==> config.mk <==
export PLATFORM = sky130hd
export DESIGN_NAME = tpiu_tx
export DESIGN_NICKNAME = d
export VERILOG_FILES = /design/src/rtl/tpiu_tx.sv
export SDC_FILE = /design/constraint.sdc
export NUM_CORES = 1
export LEC_CHECK = 0
export ABC_AREA = 1
export BUFFER_PORTS_ARGS = -buffer_cell sky130_fd_sc_hd__buf_4
export CAP_MARGIN = 20
export CORE_MARGIN = 2
export CORE_UTILIZATION = 41
export CTS_CLUSTER_DIAMETER = 100
export DETAILED_ROUTE_END_ITERATION = 8
export SKIP_CTS_REPAIR_TIMING = 1
export SYNTH_ARGS = -nofsm -noshare
export SYNTH_HDL_FRONTEND = slang
export SYNTH_SLANG_ARGS = --single-unit
==> constraint.sdc <==
create_clock -name clk -period 1.6 [get_ports clk]
set_input_delay 0.16 -clock clk [delete_from_list [all_inputs] [get_ports clk]]
set_output_delay 0.16 -clock clk [all_outputs]
set_load 0.005 [all_outputs]
==> src/rtl/tpiu_tx.sv <==
`default_nettype none
// tpiu_tx: TPIU trace-port transmitter. Packs 16-bit words into 16-byte frames with
// ff ff ff 7f sync and drives DDR-split 4/2/1-bit pin chunks. Rev 1.0
module tpiu_tx #(
  parameter int         SYNC_INTERVAL = 16,
  parameter logic [1:0] WIDTH_RST     = 2'd3
) (
  input  logic        clk,
  input  logic        rst,
  input  logic [1:0]  width,
  input  logic [15:0] DataIn,
  input  logic        DataValid,
  output logic        DataReady,
  output logic        DataOverf,
  output logic [3:0]  traceDouta,
  output logic [3:0]  traceDoutb,
  output logic        frameStart,
  output logic        syncOut
);

  typedef enum logic [0:0] {ST_SYNC = 1'b0, ST_FRAME = 1'b1} state_t;
  localparam logic [15:0] SYNC_N = 16'(SYNC_INTERVAL);

  logic [15:0] mem [16];
  logic [1:0]  full;
  logic        fill_bank;
  logic        send_bank;
  logic [2:0]  fill_cnt;
  logic        running;
  state_t      state;
  logic [3:0]  byte_idx;
  logic [1:0]  sub;
  logic [1:0]  act_width;
  logic [15:0] frame_cnt;

  logic        accept;
  logic        last_sub;
  logic        seq_end;
  logic        frame_done;
  logic        waiting;
  logic        forced;
  logic        go_frame;
  logic        bank_fills;
  logic [15:0] cur_word;
  logic [7:0]  cur_byte;
  logic [7:0]  shifted;
  logic [3:0]  chunk_a;
  logic [3:0]  chunk_b;
  logic [1:0]  full_next;
  logic        fill_bank_next;

  assign accept     = DataValid && DataReady;
  assign bank_fills = accept && (fill_cnt == 3'd7);
  assign cur_word   = mem[{send_bank, byte_idx[3:1]}];

  always_comb begin
    cur_byte = 8'hff;
    if (state == ST_FRAME)
      cur_byte = byte_idx[0] ? cur_word[15:8] : cur_word[7:0];
    else if (byte_idx[1:0] == 2'd3)
      cur_byte = 8'h7f;
  end

  always_comb begin
    last_sub = 1'b0;
    shifted  = cur_byte;
    chunk_a  = 4'd0;
    chunk_b  = 4'd0;
    case (act_width)
      2'd3: begin
        last_sub = 1'b1;
        chunk_a  = shifted[3:0];
        chunk_b  = shifted[7:4];
      end
      2'd2: begin
        last_sub = (sub[0] == 1'b1);
        shifted  = cur_byte >> {sub[0], 2'b00};
        chunk_a  = {2'b00, shifted[1:0]};
        chunk_b  = {2'b00, shifted[3:2]};
      end
      default: begin
        last_sub = (sub == 2'd3);
        shifted  = cur_byte >> {sub, 1'b0};
        chunk_a  = {3'b000, shifted[0]};
        chunk_b  = {3'b000, shifted[1]};
      end
    endcase
  end

  assign seq_end    = running && last_sub &&
                      (byte_idx == ((state == ST_SYNC) ? 4'd3 : 4'd15));
  assign frame_done = seq_end && (state == ST_FRAME);
  // At a frame end the bank being sent is not a candidate; the other one is.
  assign waiting    = (state == ST_FRAME) ? full[~send_bank] : full[send_bank];
  // The counter increments at this same edge, so compare its incremented value.
  assign forced     = (SYNC_N != 16'd0) && ((frame_cnt + 16'd1) == SYNC_N);
  assign go_frame   = waiting && !((state == ST_FRAME) && forced);

  always_comb begin
    full_next = full;
    if (frame_done)
      full_next[send_bank] = 1'b0;
    if (bank_fills)
      full_next[fill_bank] = 1'b1;
    fill_bank_next = fill_bank ^ bank_fills;
  end

  always_ff @(posedge clk) begin
    if (accept)
      mem[{fill_bank, fill_cnt}] <= DataIn;
  end

  always_ff @(posedge clk) begin
    if (rst) begin
      full       <= 2'b00;
      fill_bank  <= 1'b0;
      send_bank  <= 1'b0;
      fill_cnt   <= 3'd0;
      running    <= 1'b0;
      state      <= ST_SYNC;
      byte_idx   <= 4'd0;
      sub        <= 2'd0;
      act_width  <= WIDTH_RST;
      frame_cnt  <= 16'd0;
      DataReady  <= 1'b0;
      DataOverf  <= 1'b0;
      traceDouta <= 4'd0;
      traceDoutb <= 4'd0;
      frameStart <= 1'b0;
      syncOut    <= 1'b0;
    end else begin
      running   <= 1'b1;
      full      <= full_next;
      fill_bank <= fill_bank_next;
      DataReady <= !full_next[fill_bank_next];
      DataOverf <= DataValid && !DataReady;
      if (accept)
        fill_cnt <= fill_cnt + 3'd1;
      if (running) begin
        traceDouta <= chunk_a;
        traceDoutb <= chunk_b;
        frameStart <= (state == ST_FRAME) && (byte_idx == 4'd0) && (sub == 2'd0);
        syncOut    <= (state == ST_SYNC);
        if (!last_sub) begin
          sub <= sub + 2'd1;
        end else begin
          sub <= 2'd0;
          if (seq_end) begin
            state     <= go_frame ? ST_FRAME : ST_SYNC;
            byte_idx  <= 4'd0;
            act_width <= width;
          end else begin
            byte_idx <= byte_idx + 4'd1;
          end
        end
        if (frame_done) begin
          send_bank <= ~send_bank;
          frame_cnt <= frame_cnt + 16'd1;
        end
        if (seq_end && (state == ST_SYNC))
          frame_cnt <= 16'd0;
      end
    end
  end

endmodule
`default_nettype wire
**Word-level counts from Yosys, hierarchy flattened**

Memory sizes are Yosys's and may differ from the RTL's.
Cells that the tools add are included.

- Add/subtract/negate cells: 4
- Reduce and logical (&&, ||, !) cells: 23
- Eq/ne operators: 7
- Shifts and indexed selects: 2
- Mux-type cells: 28
- Order comparisons: 6
- Bitwise operators: 6

Operators by type and width:

| operator | number |
|---|---|
| 16-bit two-way mux | 2 |
| 8-bit two-way mux | 3 |
| 16-bit by 1-bit adder with 16-bit output, second input constant | 1 |
| 16-bit by 5-bit equality test with 1-bit output, second input constant | 1 |
| 4-bit case mux with 2 select lines | 2 |
| 1-bit logical AND | 13 |
| 1-bit two-way mux | 13 |
| 2-bit equality test, second input constant | 4 |
| 1-bit by 2-bit less-than comparator with 1-bit output, second input constant | 4 |
| 4-bit two-way mux | 2 |
| 8-bit by 3-bit >> shifter with 2-bit output | 1 |
| 8-bit by 3-bit >> shifter with 4-bit output | 1 |
| 2-bit two-way mux | 3 |
| 2-bit AND reduction | 3 |
| 4-bit by 1-bit adder with 4-bit output, second input constant | 1 |
| 4-bit equality test | 1 |
| 4-bit logical NOT | 1 |
| 3-bit by 1-bit adder with 3-bit output, second input constant | 1 |
| 3-bit equality test, second input constant | 1 |
| 1-bit logical NOT | 3 |
| 3-bit AND reduction | 1 |
| 2-bit by 1-bit adder with 2-bit output, second input constant | 1 |
| 2-bit bitwise AND | 1 |
| 1-bit demux with 1-bit select | 2 |
| 8 further kinds | 10 |

- Word-level logic and storage cells: 93
- Memories: 1
- Input port bits: 21
- Output and inout bits: 12
- Flip-flop bits (word level): 45
- Bits in writable memories: 256

Memories:

| memory | words | bits a word | rd ports | clocked after memory_dff | wr ports | line | text |
|---|---|---|---|---|---|---|---|
| mem | 16 | 16 | 1 | 0 | 1 | 24 | `logic [15:0] mem [16];` |

**Depth between registers and ports, before layout**

- Depth after elaboration: 12
- Depth in mapped cells: 17

**Worst setup path after synthesis**

OpenSTA, ideal clock, no wires.

- Path type: register to register
- From: register DataReady
- To: memory mem[0][0], enable pin
- Slack: -208 ps
- Buffers on the path: 0
- Arrival time: 1419 ps
- Data required time: 1212 ps
- Clock period less this slack: 1808 ps
- Library setup time: 388 ps
- Stages on the path, launching flop included: 5
- Path through: dfxtp_1 > nand2_1 > inv_1 > nand2_1 > nor2_1

- Cells in the longest elaborated chain, start to end: 3

Ends and longest elaborated chain:

| item | line | text |
|---|---|---|
| start: declaration | 13 | `output logic DataReady,` |
| start signal: assignment | 135 | `DataReady <= !full_next[fill_bank_next];` |
| 1-bit logical AND | 52 | `assign accept = DataValid && DataReady;` |
| 1-bit two-way mux | 109 | `if (accept)` |
| 1-bit two-way mux (not written as such) | 110 | `mem[{fill_bank, fill_cnt}] <= DataIn;` |
| end: declaration | 24 |  |

No other way between the ends.

**Worst setup path in the final report**

- From: register byte_idx[1]
- To: register traceDoutb[0]

- Cells in the longest elaborated chain, start to end: 5
- Elaborated cells on any way between the ends: 8

Ends and longest elaborated chain:

| item | line | text |
|---|---|---|
| start: declaration | 31 | `logic [3:0] byte_idx;` |
| start signal: assignment | 153 | `byte_idx <= byte_idx + 4'd1;` |
| memory read 16 x 16 bit or 2-bit equality test (tied branches) | - |  |
| 8-bit two-way mux, on equally long branches | 59, 60 |  |
| 8-bit two-way mux (*) | 58 | `if (state == ST_FRAME)` |
| 8-bit by 3-bit >> shifter with 2-bit output or 8-bit by 3-bit >> shifter with 4-bit output (tied branches) | 83, 77 |  |
| 4-bit case mux with 2 select lines (*) | 69 | `case (act_width)` |
| end signal: assignment | 141 | `traceDoutb <= chunk_b;` |
| end: declaration | 16 | `output logic [3:0] traceDoutb,` |

Every way passes the cells marked *; elsewhere a longest branch is shown, timed or not.
A chain may end at the register's enable or synchronous reset.

==> metrics.md <==
| Metric | Value |
|---|---|
| Worst rel slew slack | `between 60 and 70%` |
| Power per Cell Area | `1040 nW/um^2` |
| Setup Viol. Count Final | `21` |
| Final WL | `33700 um` |
| Die height | `182 um` |
| Finished layout cell area | `16200 um^2` |
| First-pass GRT wire length | `50400 um` |
| Skew final | `about 8.4 ps` |
| Mapped Area | `12900 um^2` |
| CP arrival | `2300 ps` |
| Post-Syn Nets | `between 1000 and 1500` |
| Fmax | `0.542 GHz` |
| Top FF cell, synth | `edfxtp_1` |
| Routed Antenna Nets | `0` |
| Skew-Pair Late Insertion Delay | `about 560 ps` |
| Core region area | `roughly 31000 um^2` |
| Setup WS pre-CTS | `-333 ps` |
| H-tree depth | `1` |
| Status | `finished with violations` |
| Setup TNS | `-1880 ps` |
| Share of cells above drive strength 1 | `between 20% and 30%` |
| Total design power | `16.9 mW` |
| Total track usage | `19.7%` |
| Detail Placement HPWL | `~21000 um` |
| Number of global-route vias before repair | `just under 9000` |
| Via count | `approximately 9300` |
| Post-synth cell types | `41` |
| Initial DRC Count | `roughly 800` |
| Antenna violations before repair | `0` |
| Avg Cell Area, Syn | `10.4 um^2` |
| Max cap viols | `0` |
| DRC | `0` |
| Final Max Slew Viols | `0` |
| Via density | `5.08` |
| Area delta synth->final | `25.2%` |
| Post-synth EDFFs | `approximately 260` |
| Initial Utilization | `around 41%` |
| Nets@finish | `1441` |
| CTS buffer count | `31` |
| Total gr overflow | `0` |
| Die area | `between 30000 and 40000 um^2` |
| CP Class | `reg2reg` |
| Row count | `65` |
| Die W | `182 um` |
| RSZ-0062 raised after global routing | `true` |
| Router iterations before antenna repair | `5` |
| Violations in the final reports | `setup timing` |
| HP Class | `in2reg` |
| Final period demand of the worst path | `1840 ps` |
| Worst Tran Pin Value | `462 ps` |
| Hold Vio Cnt, Final | `0` |
| Sequential share of the synthesized area | `66.3%` |
| Req. time, crit path | `2050 ps` |
| Routability cong. | `0.866` |
| CTS tree | `yes` |
| Setup ws final | `-245 ps` |
| Clock Tree Buf Depth | `3` |
| Placed instance area | `14600 um^2` |
| Root buf cell | `clkbuf_16` |
| Largest net degree at the start of global routing | `55` |
| LEAKAGE | `6.25 nW` |
| Synth Register Bits | `301` |
| CTS sink cnt | `around 300` |
| Peak VDD IR | `slightly below 0.9 mV` |
| Ant diodes | `0` |
| Crit Path Max Fanout | `27` |
| Gate Count Post-Synth | `between 1000 and 1500` |
| Crit path capture type | `flop` |
| IO Count | `33` |
| Worst-path clk slew | `60 ps` |
| CP Launch Type | `flop` |
| Final core occ | `51.8%` |
| Async SR Flop Fraction | `0%` |
| Final period util | `115%` |
| Syn. warnings | `0` |
| DR WL/cell | `approximately 18 um` |
| I/O Buffers | `32` |
power by group:
group	switching [mW]	internal (mW)
logic	0.874	0.574
clock network	2.96	3.84
registers	0.0496	8.58
total	3.88	13.0
cells in the final DEF (no fill, tap or decap), types with 15 or more instances in the layout:
cell type	count
a21oi_1	24
buf_12	24
buf_4	129
clkbuf_16	36
dfxtp_1	41
dlygate4sd3_1	20
edfxtp_1	256
inv_1	76
nand2_1	326
nand2_2	15
nand3_1	122
nand3_2	16
nor2_1	132
nor2_2	17
o21ai_0	54
o21ai_1	15
cell type report:
class | instances | area, um^2
well taps | 402 | 503
multi-input cells | 803 | 3900
inverters | 84 | 328
repair inverters | 1 | 6.26
clock buffers | 35 | 791
flip-flops and latches | 301 | 8600
repair buffers | 188 | 1930
clock inverters | 22 | 156
fillers | 2699 | 15100
state kept, by name (all words and copies together) (netlist names):
signal      count
mem           256
frame_cnt      16
byte_idx        4
traceDouta      4
traceDoutb      4
fill_cnt        3
act_width       2
full            2
sub             2
DataOverf       1
DataReady       1
fill_bank       1
frameStart      1
running         1
send_bank       1
state           1
syncOut         1
cells by family after synthesis:
| kind of cell | share of synthesized area [%] |
|---|---|
| AND/OR/NAND/NOR | 21.3 |
| flip-flops | 66.3 |
| buffers and inverters | 5.39 |
| AO/OA/AOI/OAI | 5.10 |
| XOR/XNOR | 0.879 |
| adder cells (fa/ha/maj) | 0.966 |
final timing paths:
kind / start / to / slack (ps) / depth (start not counted)
hold / removal: DataValid / DataOverf / 380 / 4
setup reg to reg: byte_idx[1] / traceDoutb[0] / -240 / 14
setup / recovery: byte_idx[1] / traceDoutb[0] / -240 / 14
hold reg to reg: DataReady / DataOverf / 440 / 1
cell usage after synthesis, drive strengths merged, types with 3 or more instances:
| cell | instances | share of area, % |
|---|---|---|
| nor3 | 6 | 0.23 |
| nand4 | 12 | 0.58 |
| buf | 44 | 2.5 |
| a21oi | 28 | 1.1 |
| clkbuf | 16 | 0.47 |
| xor2 | 12 | 0.81 |
| a211oi | 3 | 0.21 |
| inv | 83 | 2.4 |
| nand2 | 341 | 9.9 |
| edfxtp | 256 | 59 |
| dfxtp | 45 | 7.0 |
| o211ai | 3 | 0.17 |
| o21ai | 72 | 2.8 |
| nor2 | 158 | 4.9 |
| nand3 | 139 | 5.6 |
| ha | 10 | 0.97 |
| o22ai | 8 | 0.39 |
routing by layer:
layer	part of all wire [%]	track usage (%)	vias up
met1	44	27.0	4413
met5	0	0	-
met2	47	32.4	274
met3	5.9	2.89	76
li1	-	-	4555
met4	3.1	6.60	0
per-stage QoR:
| stage | instances | hold WS (ps) |
|---|---|---|
| after CTS | 1805 | -179 |
| final | 1836 | 378 |
| after global placement | 1748 | 397 |
| after global routing | 1836 | 377 |
| after detailed placement | 1748 | 402 |
| after floorplan | 1248 | 251 |
critical path, stage by stage (launching register included):
cell and delay [ps]:
dfxtp_4 400, buf_16 180, buf_4 150, nor2_2 100
nor2_1 50, o21ai_0 80, nand3_1 110, nand3_1 100
nand2_1 60, nand2_1 90, nand3_2 100, nand2_2 80
nand3_1 70, nand3_1 90, a21oi_1 60
(Power assumes the default switching activity.)
